File: config.mk
export PLATFORM = sky130hd
export DESIGN_NAME = mac_stream_driver
export DESIGN_NICKNAME = d
export VERILOG_FILES = /design/src/rtl/mac_stream_driver.sv
export SDC_FILE = /design/constraint.sdc
export NUM_CORES = 1
export LEC_CHECK = 0
export ABC_AREA = 1
export CAP_MARGIN = 20
export CORE_MARGIN = 4
export CORE_UTILIZATION = 40
export DETAILED_ROUTE_END_ITERATION = 7
export PLACE_DENSITY = 0.57
export SKIP_LAST_GASP = 1
export SLEW_MARGIN = 10
export SYNTH_ARGS = -nofsm -noshare
export SYNTH_HDL_FRONTEND = slang
export SYNTH_SLANG_ARGS = --single-unit
File: constraint.sdc
create_clock -name clk_i -period 5.65 [get_ports clk_i]
set_input_delay 0.8475 -clock clk_i [delete_from_list [all_inputs] [get_ports clk_i]]
set_output_delay 0.8475 -clock clk_i [all_outputs]
set_load 0.01 [all_outputs]
File: src/rtl/mac_stream_driver.sv
`default_nettype none
// +----------------------------------------------------------------------------+
// | mac_stream_driver                                                          |
// | Streams one convolution window into a MAC and returns its result on a      |
// | valid/ready port. Optional ReLU on the result: define MAC_DRV_RELU_EN.     |
// | Revision: 1.0                                                              |
// +----------------------------------------------------------------------------+
module mac_stream_driver #(
  parameter int INPUT_BIT_RESOLUTION  = 8,
  parameter int OUTPUT_BIT_RESOLUTION = 32,
  parameter int KERNEL_LEN            = 9,
  parameter int ADDR_WIDTH            = 4,
  parameter int TIMEOUT_CYCLES        = 8
) (
  input  logic                             clk_i,
  input  logic                             rst_ni,
  input  logic                             cfg_wr_en_i,
  input  logic [ADDR_WIDTH-1:0]            cfg_wr_addr_i,
  input  logic [INPUT_BIT_RESOLUTION-1:0]  cfg_fin_i,
  input  logic [INPUT_BIT_RESOLUTION-1:0]  cfg_kernel_i,
  input  logic                             cfg_bias_wr_en_i,
  input  logic [OUTPUT_BIT_RESOLUTION-1:0] cfg_bias_i,
  input  logic                             start_i,
  output logic                             busy_o,
  output logic                             mac_fin_and_kernel_valid_o,
  output logic [INPUT_BIT_RESOLUTION-1:0]  mac_fin_data_o,
  output logic [INPUT_BIT_RESOLUTION-1:0]  mac_kernel_data_o,
  output logic [OUTPUT_BIT_RESOLUTION-1:0] mac_kernel_bias_o,
  input  logic                             mac_valid_i,
  input  logic [OUTPUT_BIT_RESOLUTION-1:0] mac_data_i,
  output logic                             mac_ready_o,
  output logic                             res_valid_o,
  output logic [OUTPUT_BIT_RESOLUTION-1:0] res_data_o,
  input  logic                             res_ready_i,
  output logic                             timeout_o
);

  localparam int                    c_DEPTH    = 2 ** ADDR_WIDTH;
  localparam int                    c_TMO_W    = $clog2(TIMEOUT_CYCLES + 1);
  localparam logic [ADDR_WIDTH:0]   c_KLEN     = (ADDR_WIDTH + 1)'(KERNEL_LEN);
  localparam logic [ADDR_WIDTH-1:0] c_LAST_IDX = ADDR_WIDTH'(KERNEL_LEN - 1);
  localparam logic [c_TMO_W-1:0]    c_TMO_LAST = c_TMO_W'(TIMEOUT_CYCLES - 1);

  typedef enum logic [2:0] {
    S_IDLE     = 3'd0,
    S_PREAMBLE = 3'd1,
    S_STREAM   = 3'd2,
    S_WAIT_RES = 3'd3,
    S_OUT_RES  = 3'd4
  } state_t;

  state_t                           r_state, w_state_nxt;
  logic [ADDR_WIDTH-1:0]            r_idx, w_idx_nxt, w_idx_inc;
  logic [c_TMO_W-1:0]               r_tmo, w_tmo_nxt;
  logic [INPUT_BIT_RESOLUTION-1:0]  r_fin  [0:c_DEPTH-1];
  logic [INPUT_BIT_RESOLUTION-1:0]  r_kern [0:c_DEPTH-1];
  logic [OUTPUT_BIT_RESOLUTION-1:0] r_bias;

  logic                             r_busy, w_busy_nxt;
  logic                             r_valid, w_valid_nxt;
  logic [INPUT_BIT_RESOLUTION-1:0]  r_fin_data, w_fin_data_nxt;
  logic [INPUT_BIT_RESOLUTION-1:0]  r_kern_data, w_kern_data_nxt;
  logic [OUTPUT_BIT_RESOLUTION-1:0] r_bias_out, w_bias_out_nxt;
  logic                             r_ready, w_ready_nxt;
  logic                             r_res_valid, w_res_valid_nxt;
  logic [OUTPUT_BIT_RESOLUTION-1:0] r_res_data, w_res_data_nxt;
  logic                             r_timeout, w_timeout_nxt;

  logic                             w_entry_wr, w_bias_wr;
  logic [OUTPUT_BIT_RESOLUTION-1:0] w_bias_eff, w_res_in;

  assign w_entry_wr = (r_state == S_IDLE) && cfg_wr_en_i && ({1'b0, cfg_wr_addr_i} < c_KLEN);
  assign w_bias_wr  = (r_state == S_IDLE) && cfg_bias_wr_en_i;
  // A bias write coinciding with start must already reach the MAC this run.
  assign w_bias_eff = w_bias_wr ? cfg_bias_i : r_bias;
  assign w_idx_inc  = r_idx + ADDR_WIDTH'(1);

  always_comb begin
`ifdef MAC_DRV_RELU_EN
    w_res_in = mac_data_i[OUTPUT_BIT_RESOLUTION-1] ? '0 : mac_data_i;
`else
    w_res_in = mac_data_i;
`endif
  end

  always_ff @(posedge clk_i or negedge rst_ni) begin
    if (!rst_ni) begin
      for (int i = 0; i < c_DEPTH; i++) begin
        r_fin[i]  <= '0;
        r_kern[i] <= '0;
      end
      r_bias <= '0;
    end else begin
      if (w_entry_wr) begin
        r_fin[cfg_wr_addr_i]  <= cfg_fin_i;
        r_kern[cfg_wr_addr_i] <= cfg_kernel_i;
      end
      if (w_bias_wr) begin
        r_bias <= cfg_bias_i;
      end
    end
  end

  always_ff @(posedge clk_i or negedge rst_ni) begin
    if (!rst_ni) begin
      r_state     <= S_IDLE;
      r_idx       <= '0;
      r_tmo       <= '0;
      r_busy      <= 1'b0;
      r_valid     <= 1'b0;
      r_fin_data  <= '0;
      r_kern_data <= '0;
      r_bias_out  <= '0;
      r_ready     <= 1'b0;
      r_res_valid <= 1'b0;
      r_res_data  <= '0;
      r_timeout   <= 1'b0;
    end else begin
      r_state     <= w_state_nxt;
      r_idx       <= w_idx_nxt;
      r_tmo       <= w_tmo_nxt;
      r_busy      <= w_busy_nxt;
      r_valid     <= w_valid_nxt;
      r_fin_data  <= w_fin_data_nxt;
      r_kern_data <= w_kern_data_nxt;
      r_bias_out  <= w_bias_out_nxt;
      r_ready     <= w_ready_nxt;
      r_res_valid <= w_res_valid_nxt;
      r_res_data  <= w_res_data_nxt;
      r_timeout   <= w_timeout_nxt;
    end
  end

  // Next-state and next-output decode; every output is the registered copy.
  always_comb begin
    w_state_nxt     = r_state;
    w_idx_nxt       = r_idx;
    w_tmo_nxt       = r_tmo;
    w_busy_nxt      = r_busy;
    w_valid_nxt     = 1'b0;
    w_fin_data_nxt  = '0;
    w_kern_data_nxt = '0;
    w_bias_out_nxt  = r_bias_out;
    w_ready_nxt     = 1'b0;
    w_res_valid_nxt = 1'b0;
    w_res_data_nxt  = '0;
    w_timeout_nxt   = 1'b0;

    case (r_state)
      S_IDLE: begin
        w_busy_nxt     = 1'b0;
        w_bias_out_nxt = '0;
        if (start_i) begin
          // Zero-product lead cycle: the MAC treats its first valid as entry.
          w_state_nxt    = S_PREAMBLE;
          w_busy_nxt     = 1'b1;
          w_valid_nxt    = 1'b1;
          w_bias_out_nxt = w_bias_eff;
        end
      end
      S_PREAMBLE: begin
        w_state_nxt     = S_STREAM;
        w_idx_nxt       = '0;
        w_valid_nxt     = 1'b1;
        w_fin_data_nxt  = r_fin[0];
        w_kern_data_nxt = r_kern[0];
      end
      S_STREAM: begin
        if (r_idx == c_LAST_IDX) begin
          w_state_nxt = S_WAIT_RES;
          w_tmo_nxt   = '0;
          w_ready_nxt = 1'b1;
        end else begin
          w_idx_nxt       = w_idx_inc;
          w_valid_nxt     = 1'b1;
          w_fin_data_nxt  = r_fin[w_idx_inc];
          w_kern_data_nxt = r_kern[w_idx_inc];
        end
      end
      S_WAIT_RES: begin
        if (mac_valid_i) begin
          w_state_nxt     = S_OUT_RES;
          w_res_valid_nxt = 1'b1;
          w_res_data_nxt  = w_res_in;
          w_bias_out_nxt  = '0;
        end else if (r_tmo == c_TMO_LAST) begin
          w_state_nxt    = S_IDLE;
          w_timeout_nxt  = 1'b1;
          w_busy_nxt     = 1'b0;
          w_bias_out_nxt = '0;
        end else begin
          w_tmo_nxt   = r_tmo + c_TMO_W'(1);
          w_ready_nxt = 1'b1;
        end
      end
      S_OUT_RES: begin
        if (res_ready_i) begin
          w_state_nxt = S_IDLE;
          w_busy_nxt  = 1'b0;
        end else begin
          w_res_valid_nxt = 1'b1;
          w_res_data_nxt  = r_res_data;
        end
      end
      default: begin
        w_state_nxt = S_IDLE;
        w_busy_nxt  = 1'b0;
      end
    endcase
  end

  assign busy_o                     = r_busy;
  assign mac_fin_and_kernel_valid_o = r_valid;
  assign mac_fin_data_o             = r_fin_data;
  assign mac_kernel_data_o          = r_kern_data;
  assign mac_kernel_bias_o          = r_bias_out;
  assign mac_ready_o                = r_ready;
  assign res_valid_o                = r_res_valid;
  assign res_data_o                 = r_res_data;
  assign timeout_o                  = r_timeout;

endmodule
`default_nettype wire

==> results.txt, run 1 <==
Result of the run: complete, no violations
Routed wire per std cell: 16.6 µm
Initial DRC Count: 1028
Hold_buf cts: 0
Yosys top cell by area: dfrtp_1
Overall fraction of global-route tracks in use: 19.5%
Vias in the first global route: 13100
F_max: 320 MHz
Total of endpoints with negative setup slack in the final report: 0
Required @ worst endpoint: 6140 ps
Rows: 75
Proportion of synthesized chip area in sequential cells: 56.4%
Dominant combinational cell family by area after synthesis: simple AND/OR/NAND/NOR gates
Number of antenna violations at the first check in global routing: 0
Post-synthesis adder-cell area fraction: 0.220%
Die extent in x: 214 µm
Synth Area in Compound Gates: 8.08%
Clock tree from TritonCTS: yes
Number of buffers created by CTS: 42
Post-synthesis instance total: 2076
Fraction of final layout cells with drive strength greater than 1: 6.43%
Crit-path max FO: 78
Number of warnings reported in the yosys synthesis log: 0
Final critical path time including I/O delays and setup: 3130 ps
Total of fill cells in the finished design: 4088
Largest net degree at the start of global routing: 126
Remaining design rule violation count: 0
Clock Tree Buf Depth: 3
Area used by multi-input combinational logic: 0.00530 mm²
Resize count post-CTS: 0
Flip-flop and latch area: 0.00961 mm²
Number of port buffers: 175
Xor and xnor fraction of the mapped netlist area: 0.250%
Nature of the critical path startpoint: register
Number of sinks driven by the clock tree: 384
Accumulated negative setup slack: 0 ps
Arr. time, crit path: 3620 ps
Period utilisation layout: 55.4%
Post-layout nets: 2193
Number of different library cells in the post-synthesis netlist: 30
CTS Root Buffer Type: clkbuf_16
Chip height: 214 µm
Synth Area in Simple Gates: 22.4%
Yosys top cell area share: 56.4%
Net count after synthesis: 2170
Leakage power of the design: 9.66 nW
ANT nets after route: 0
Final design utilization: 47.9%
I/O pins: 176
Syn avg cell area: 8.21 µm²
Initial core utilization: 40.5%
Number of vias after detailed routing: 12900
Critical path capture point type: register
Setup Buffers After CTS: 0
Share of synthesized area spent on multiplexers: 0%
Max Cap Violations: 0
Full die area: 0.0460 mm²
Setup repair after global routing missed its margin: no
Clock-pin slew of the registers on the worst-case setup and hold paths: 60 ps
Peak supply drop: 0.000388 V
Core area: 0.0420 mm²
Max Slew Vio Count: 0
HPWL reported at the end of detailed placement: 26800 µm
Least-Margin Pin Slew: 1120 ps
Ranking of synthesized cells by area: dfrtp_1 (56%), nand2_1 (13%), nand3_1 (7.6%), inv_1 (6.7%), o21ai_0 (4.4%)
Flip-flop and latch count after synthesis: 384
Clock network latency to the later pin of the worst-skew pair: 560 ps
Post-synthesis instance area: 0.0170 mm²
Final-report hold violation count: 0
Maximum clock skew at final layout: 13.8 ps
Sum of routed wire length over all layers: 44300 µm
Power per cell area: 495 mW/mm²
Final global-route overflow total: 0
Antenna diode count: 0
Worst Hold Class: primary input to asynchronous set/reset pin
Vias per Instance: 4.81
Synthesis-to-finish area growth: 18.2%
Worst slew margin relative to its limit: 25.2%
Routability congestion estimate: 0.771
Initial DRT Pass Iterations: 5
Setup Crit Path Kind: register to register
First-pass GRT wire length: 72900 µm
H-tree Lvls: 2
-- layout make-up --
| cell class | instances | area share [%] |
|---|---|---|
| multi-input cells | 1168 | 26.3 |
| inverters | 304 | 5.67 |
| clock buffers | 58 | 5.96 |
| well taps | 539 | 3.35 |
| repair buffers | 199 | 9.85 |
| clock inverters | 19 | 1.14 |
| flip-flops and latches | 384 | 47.7 |
-- per-layer routing --
| layer | vias up | routed length, µm | global-route usage, % |
|---|---|---|---|
| met3 | 52 | 3490 | 5.04 |
| met4 | 0 | 741 | 5.32 |
| met1 | 6050 | 20500 | 27.9 |
| met5 | - | 0 | 0 |
| met2 | 371 | 19600 | 29.6 |
| li1 | 6380 | - | - |
-- critical path, stage by stage (launching register included) --
cell and delay [ps]:
dfrtp_4 910, clkinv_2 150, ha_2 360, buf_4 780, nand3_1 330, nand3_1 190, nand3_1 80, nand2_1 90
nand2_1 50, nand2_1 90
-- stage by stage --
step	cells	cell area (µm²)	total power [mW]	hold WS, ps	worst slack, ps
2_1_floorplan	2076	17000	6.01	424	3440
3_3_place_gp	2591	18700	7.11	360	2240
3_5_place_dp	2593	18700	7.18	362	2150
4_1_cts	2670	20100	10.1	365	2130
5_1_grt	2671	20100	10.7	382	2300
6_report	2671	20100	9.97	325	2520
-- registers in the layout, indices dropped and copies added, names as in the netlist, 3 cells and up --
| name | flops |
|---|---|
| mac_fin_data_o | 8 |
| mac_kernel_bias_o | 32 |
| mac_kernel_data_o | 8 |
| r_bias | 32 |
| r_fin | 128 |
| r_idx | 4 |
| r_kern | 128 |
| r_state | 3 |
| r_tmo | 4 |
| res_data_o | 32 |
-- logic make-up after synthesis --
kind of cell               Yosys count
adders and majority gates            3
xor gates and xnor gates             4
buffers and inverters              524
and+or+nand+nor                    902
DFF                                384
AOI/OAI and AO/OA                  259
-- cell usage in the layout, fill, tap and decap left out, drive strengths merged --
cell type	count
nand3	259
clkbuf	58
inv	304
buf	25
bufinv	4
o21ai	249
clkdlybuf4s50	174
xnor2	1
clkinvlp	6
xor2	3
clkinv	9
ha	3
a21oi	5
o22ai	3
o211ai	2
dfrtp	384
nand2	583
nor3	5
nor2	55
-- report_power, final --
part,leakage (nW),switching [mW],internal [mW]
registers,5.09,0.389,3.43
clock network,0.687,1.15,1.68
logic,3.89,2.13,1.20
total,9.66,3.67,6.31
-- synthesized netlist by cell type --
master	instances
clkinv_1	2
ha_1	3
nand2_2	7
o22ai_1	3
o21ai_2	16
nor2_2	2
nand2_4	1
clkbuf_2	4
buf_1	12
clkbuf_1	154
xnor2_1	1
nor3_4	3
nand2_1	575
nand3_1	259
xor2_2	1
buf_4	6
a21oi_1	5
nor2_4	3
buf_6	18
buf_2	26
nor3_1	1
inv_1	302
o21ai_0	149
nor2_1	50
o211ai_1	2
nor3_2	1
o21ai_1	83
dfrtp_1	384
o21ai_4	1
xor2_1	2
-- path summary, 6_finish.rpt --
| kind | start | end | slack, ps | depth (start not counted) |
|---|---|---|---|---|
| hold / removal | rst_ni | r_kern[14]$_DFFE_PN0P_ | 320 | 1 |
| setup / recovery | r_idx[0]$_DFFE_PN0P_ | mac_fin_data_o[4]$_DFF_PN0_ | 2520 | 9 |
| hold reg to reg | r_fin[33]$_DFFE_PN0P_ | r_fin[33]$_DFFE_PN0P_ | 370 | 0 |
| max in group asynchronous | rst_ni | r_kern[109]$_DFFE_PN0P_ | 4030 | 2 |
| setup reg to reg | r_idx[0]$_DFFE_PN0P_ | mac_fin_data_o[4]$_DFF_PN0_ | 2520 | 9 |
| min in group clk_i | r_fin[33]$_DFFE_PN0P_ | r_fin[33]$_DFFE_PN0P_ | 370 | 0 |
Power figures use the tool's default switching activity.
==> run 2: changes to the inputs <==
==> constraint.sdc (replaced) <==
create_clock -name clk_i -period 3.2 [get_ports clk_i]
set_input_delay 0.48 -clock clk_i [delete_from_list [all_inputs] [get_ports clk_i]]
set_output_delay 0.48 -clock clk_i [all_outputs]
set_load 0.01 [all_outputs]
==> results.txt, run 2 (synthesis gave the netlist of run 1 again) <==
Result of the run: complete, no violations
Met1 track demand over resource in global routing: 27.1%
Setup Crit Path Kind: register to register
Nature of the critical path startpoint: register
Final-report hold violation count: 0
H-tree Lvls: 2
Number of cells in the finished layout apart from fillers: 2678
Total of endpoints with negative setup slack in the final report: 0
Clock-pin slew of the registers on the worst-case setup and hold paths: 60 ps
RR Startpoint: r_idx[0]$_DFFE_PN0P_
Accumulated negative setup slack: 0 ps
Required @ worst endpoint: 3660 ps
Peak supply drop: 0.000595 V
Overall fraction of global-route tracks in use: 18.8%
Crit-path max FO: 21
I/O pins: 176
HPWL reported at the end of detailed placement: 26200 µm
Setup repair after global routing missed its margin: no
Leading cell types in the layout, fill and taps excluded: nand2_1 (575), dfrtp_1 (383), inv_1 (302), nand3_1 (259), clkdlybuf4s50_1 (174)
Cell count of the worst reg-to-reg path: 7
Antenna diode count: 0
Registers with the highest flip-flop counts: r_fin (128), r_kern (128)
Initial DRT Pass Iterations: 5
Pre-CTS setup slack: 603 ps
Cell type group with the largest total delay on the critical path: XOR/XNOR gates
Max Cap Violations: 0
Worst Hold Class: register to register
Final-layout worst hold slack: 369 ps
Slack of the critical path: 640 ps
Synthesis-to-finish area growth: 18.7%
Number of port buffers: 175
Number of sinks driven by the clock tree: 384
Initial core utilization: 40.5%
Number of vias after detailed routing: 12800
Chip height: 214 µm
Power per cell area: 867 mW/mm²
Total placed cells including tap cells: 2599
Layer carrying the most global-route usage: met2
Number of buffers and inverters on the critical path: 1
Least-Margin Pin Slew: 903 ps
ANT nets after route: 0
Routability congestion estimate: 0.798
Final critical path time including I/O delays and setup: 2560 ps
Full die area: 0.0460 mm²
Routed wire per std cell: 16.0 µm
R2R Path End: mac_kernel_data_o[7]$_DFF_PN0_
Fraction of final layout cells with drive strength greater than 1: 6.45%
CTS Root Buffer Type: clkbuf_16
Worst-path cell chain: ha_1, xnor2_2, buf_4, nand2_1, nand2_1, nand2_1, nand3_1
Die extent in x: 214 µm
Met3 layer usage reported by global route: 4.49%
Final global-route overflow total: 0
First-pass GRT wire length: 71000 µm
Remaining design rule violation count: 0
Rows: 75
R2r setup slk: 640 ps
Clock tree from TritonCTS: yes
Number of antenna violations at the first check in global routing: 2
Most frequent standard cell in the layout excluding fill and tap cells: nand2_1
Clock Tree Buf Depth: 3
Largest net degree at the start of global routing: 148
Initial DRC Count: 925
Max Slew Vio Count: 0
GRT met2 Usage: 28.4%
Leakage power of the design: 9.72 nW
Vias per Instance: 4.76
Core area: 0.0420 mm²
Hold depth: 0
Post-layout nets: 2200
Number of buffers created by CTS: 43
End of the worst hold path: r_kern[31]$_DFFE_PN0P_
Slowest stage cell, crit path: xnor2_2
Clock network latency to the later pin of the worst-skew pair: 560 ps
F_max: 391 MHz
Critical path capture point type: register
Maximum clock skew at final layout: 21.4 ps
Max incr delay on CP: 710 ps
Cell with the most instances on the worst path: nand2_1
Period utilisation layout: 80.0%
Sum of routed wire length over all layers: 43000 µm
Launch instance of the worst min-delay path: r_kern[31]$_DFFE_PN0P_
Resize count post-CTS: 0
Arr. time, crit path: 3020 ps
Vias in the first global route: 13000
Worst slew margin relative to its limit: 39.5%
-- run 2: cell types whose count changed in the layout (fill, tap and decap cells not counted), sizes merged --
cell,before,now
clkbuf,58,68
clkinvlp,6,0
buf,25,30
bufinv,4,1
clkinv,9,10
dlygate4sd3,0,1
inv,304,303
-- run 2: timing repair --
action	4_1_cts	5_1_grt
endpoints found under the setup margin	0	0
hold endpoints to repair	69	0
hold buffers	1	0
buffers inserted	0	0
-- run 2: layer usage --
metal	vias to the layer above	part of all wire, %	wire length, µm
li1	6395	-	-
met1	5973	47	20100
met2	309	44	19000
met3	80	6.5	2780
met4	2	2.4	1050
met5	-	0.030	13
-- run 2: where the power goes --
| part | internal, mW | switching [mW] |
|---|---|---|
| Combinational | 2.14 | 3.89 |
| Sequential | 6.05 | 0.535 |
| Clock | 2.91 | 1.99 |
| Total | 11.1 | 6.42 |
-- run 2: area by class of cell --
class	instances	area, µm²
inverter	304	1140
fill	4120	21800
tap	539	674
clock buffer	68	1320
sequential	384	9610
clock inverter	10	90.1
timing repair buffer	205	2080
multi-input combinational	1168	5290
-- run 2: worst max-delay path by stage --
stage,from,end,cells after the start
after floorplan,r_idx[0]$_DFFE_PN0P_,mac_kernel_data_o[7]$_DFF_PN0_,12
after global placement,cfg_wr_addr_i[1],r_kern[68]$_DFFE_PN0P_,9
after detailed placement,cfg_wr_addr_i[1],r_fin[65]$_DFFE_PN0P_,9
after CTS,r_idx[0]$_DFFE_PN0P_,mac_fin_data_o[4]$_DFF_PN0_,8
after global routing,r_idx[0]$_DFFE_PN0P_,mac_fin_data_o[1]$_DFF_PN0_,8
final,r_idx[0]$_DFFE_PN0P_,mac_kernel_data_o[7]$_DFF_PN0_,7
-- run 2: metrics by stage --
stage	instance area [µm²]	util [%]	power, mW
2_1_floorplan	17000	-	10.6
3_3_place_gp	18800	44.7	12.7
3_5_place_dp	18800	44.7	12.7
4_1_cts	20200	48.1	17.8
5_1_grt	20200	48.1	18.9
6_report	20200	48.1	17.5
==> run 3: changes to the inputs <==
==> constraint.sdc (replaced) <==
create_clock -name clk_i -period 2.7 [get_ports clk_i]
set_input_delay 0.405 -clock clk_i [delete_from_list [all_inputs] [get_ports clk_i]]
set_output_delay 0.405 -clock clk_i [all_outputs]
set_load 0.01 [all_outputs]
==> results.txt, run 3 (synthesis gave the netlist of run 1 again) <==
Result of the run: complete, no violations
Accumulated negative setup slack: 0 ps
Max incr delay on CP: 510 ps
Gate power share: 35.0%
Fraction of power spent switching nets: 36.4%
Nature of the critical path startpoint: register
Number of sinks driven by the clock tree: 384
Number of port buffers: 175
Most frequent standard cell in the layout excluding fill and tap cells: nand2_1
First-pass GRT wire length: 71200 µm
Psw: 7.69 mW
Worst Hold Class: register to register
Final global-route overflow total: 0
Routability congestion estimate: 0.766
Post-route cell area: 0.0205 mm²
Registers with the highest flip-flop counts: r_fin (128), r_kern (128)
Synthesis-to-finish area growth: 20.1%
Total placed cells including tap cells: 2613
Rows: 75
Clock tree from TritonCTS: yes
HPWL reported at the end of detailed placement: 26900 µm
I/O pins: 176
Overall power after layout: 21.2 mW
Routed wire per std cell: 16.2 µm
Critical path capture point type: register
Overall fraction of global-route tracks in use: 19.0%
Full die area: 0.0460 mm²
Initial DRC Count: 949
Slowest stage cell, crit path: buf_4
Sum of routed wire length over all layers: 43500 µm
Setup Crit Path Kind: register to register
Die extent in x: 214 µm
Final-report hold violation count: 0
Final critical path time including I/O delays and setup: 2130 ps
Worst-path cell chain: buf_4, buf_12, nand2_1, nand3_1, nand3_1, nand3_1, nand2_1, nand2_1, nand2_1
Peak supply drop: 0.000631 V
Cell type group with the largest total delay on the critical path: buffers and inverters
ANT nets after route: 0
Leading cell types in the layout, fill and taps excluded: nand2_1 (575), dfrtp_1 (383), inv_1 (302), nand3_1 (259), clkdlybuf4s50_1 (174)
Period utilisation layout: 78.8%
Number of antenna violations at the first check in global routing: 0
Total of endpoints with negative setup slack in the final report: 0
Max Cap Violations: 0
Clock-pin slew of the registers on the worst-case setup and hold paths: 60 ps
Number of cells in the finished layout apart from fillers: 2690
Post-DP Area: 0.0190 mm²
Chip height: 214 µm
Initial core utilization: 40.5%
Leakage power of the design: 9.85 nW
H-tree Lvls: 2
Vias in the first global route: 12800
Cell with the most instances on the worst path: nand2_1
Remaining design rule violation count: 0
F_max: 470 MHz
Core area: 0.0420 mm²
Maximum clock skew at final layout: 25.4 ps
Portion of total power attributed to sequential cells: 37.0%
Least-Margin Pin Slew: 671 ps
Largest net degree at the start of global routing: 113
Vias per Instance: 4.78
Antenna diode count: 0
Initial DRT Pass Iterations: 5
Max Slew Vio Count: 0
Worst slew margin relative to its limit: 55.2%
Clock network latency to the later pin of the worst-skew pair: 560 ps
Share of power burned in the clock network: 28.0%
Int Pwr: 13.5 mW
Clock Tree Buf Depth: 3
Setup repair after global routing missed its margin: no
Number of buffers and inverters on the critical path: 2
Crit-path max FO: 53
Post-layout nets: 2213
Resize count post-CTS: 0
Fraction of final layout cells with drive strength greater than 1: 7.21%
Arr. time, crit path: 2570 ps
CTS Root Buffer Type: clkbuf_16
Number of vias after detailed routing: 12900
Required @ worst endpoint: 3140 ps
Power per cell area: 1030 mW/mm²
Number of buffers created by CTS: 41
[run 3: cell count changes in the layout (fill, tap and decap cells not counted), sizes merged]
| cell | change |
|---|---|
| clkbuf | -8 |
| buf | +15 |
| bufinv | +3 |
| clkinv | +2 |
[run 3: worst reg2reg max path, stage by stage (launching register included)]
cell and delay, ps:
dfrtp_4 440, buf_4 510, buf_12 340, nand2_1 110
nand3_1 100, nand3_1 140, nand3_1 150, nand2_1 70
nand2_1 70, nand2_1 60
[run 3: layer usage]
layer	vias to the layer above	part of all wire [%]	track usage [%]	wire length, µm
li1	6419	-	-	-
met1	6038	48	28.2	21000
met2	345	43	28.1	18600
met3	69	7.0	4.65	3050
met4	0	2.2	5.14	948
met5	-	0	0	0
[run 3: repair_timing]
| item | in CTS | in global routing |
|---|---|---|
| endpoints found under the hold margin | 63 | 0 |
| hold buffers | 1 | 0 |
| buffers inserted | 0 | 0 |
[run 3: through the flow]
step	hold slack, ps	utilization [%]	worst slack [ps]
2_1_floorplan	109	-	486
3_3_place_gp	360	45.2	399
6_report	373	48.7	571
5_1_grt	383	48.7	402
3_5_place_dp	363	45.2	392
4_1_cts	369	48.6	468
[run 3: area by class of cell]
class | instances | area (µm²)
timing repair buffer | 220 | 2310
multi-input combinational | 1168 | 5290
sequential | 384 | 9610
inverter | 304 | 1140
clock inverter | 15 | 183
fill | 4009 | 21600
tap | 539 | 674
clock buffer | 60 | 1250
[run 3: path summary, 6_finish.rpt]
path                                        start                             end  slack (ps)  depth (start not counted)
min reg2reg                r_kern[11]$_DFFE_PN0P_          r_kern[11]$_DFFE_PN0P_         370                          0
min in group asynchronous                  rst_ni          r_kern[62]$_DFFE_PN0P_         440                          2
max reg2reg                  r_idx[0]$_DFFE_PN0P_  mac_kernel_data_o[1]$_DFF_PN0_         570                          9
min                        r_kern[11]$_DFFE_PN0P_          r_kern[11]$_DFFE_PN0P_         370                          0
max                          r_idx[0]$_DFFE_PN0P_  mac_kernel_data_o[1]$_DFF_PN0_         570                          9
max in group asynchronous                  rst_ni            r_bias[19]$_DFF_PN0_        1440                          3
[run 3: power by group through the flow]
stage	Sequential [mW]	Clock, mW	Combinational, mW
after floorplan	7.86	0	4.72
after detailed placement	7.90	0	7.44
after global placement	7.89	0	7.32
after global routing	7.99	6.35	8.39
after CTS	7.83	6.11	7.46
final	7.83	5.93	7.40
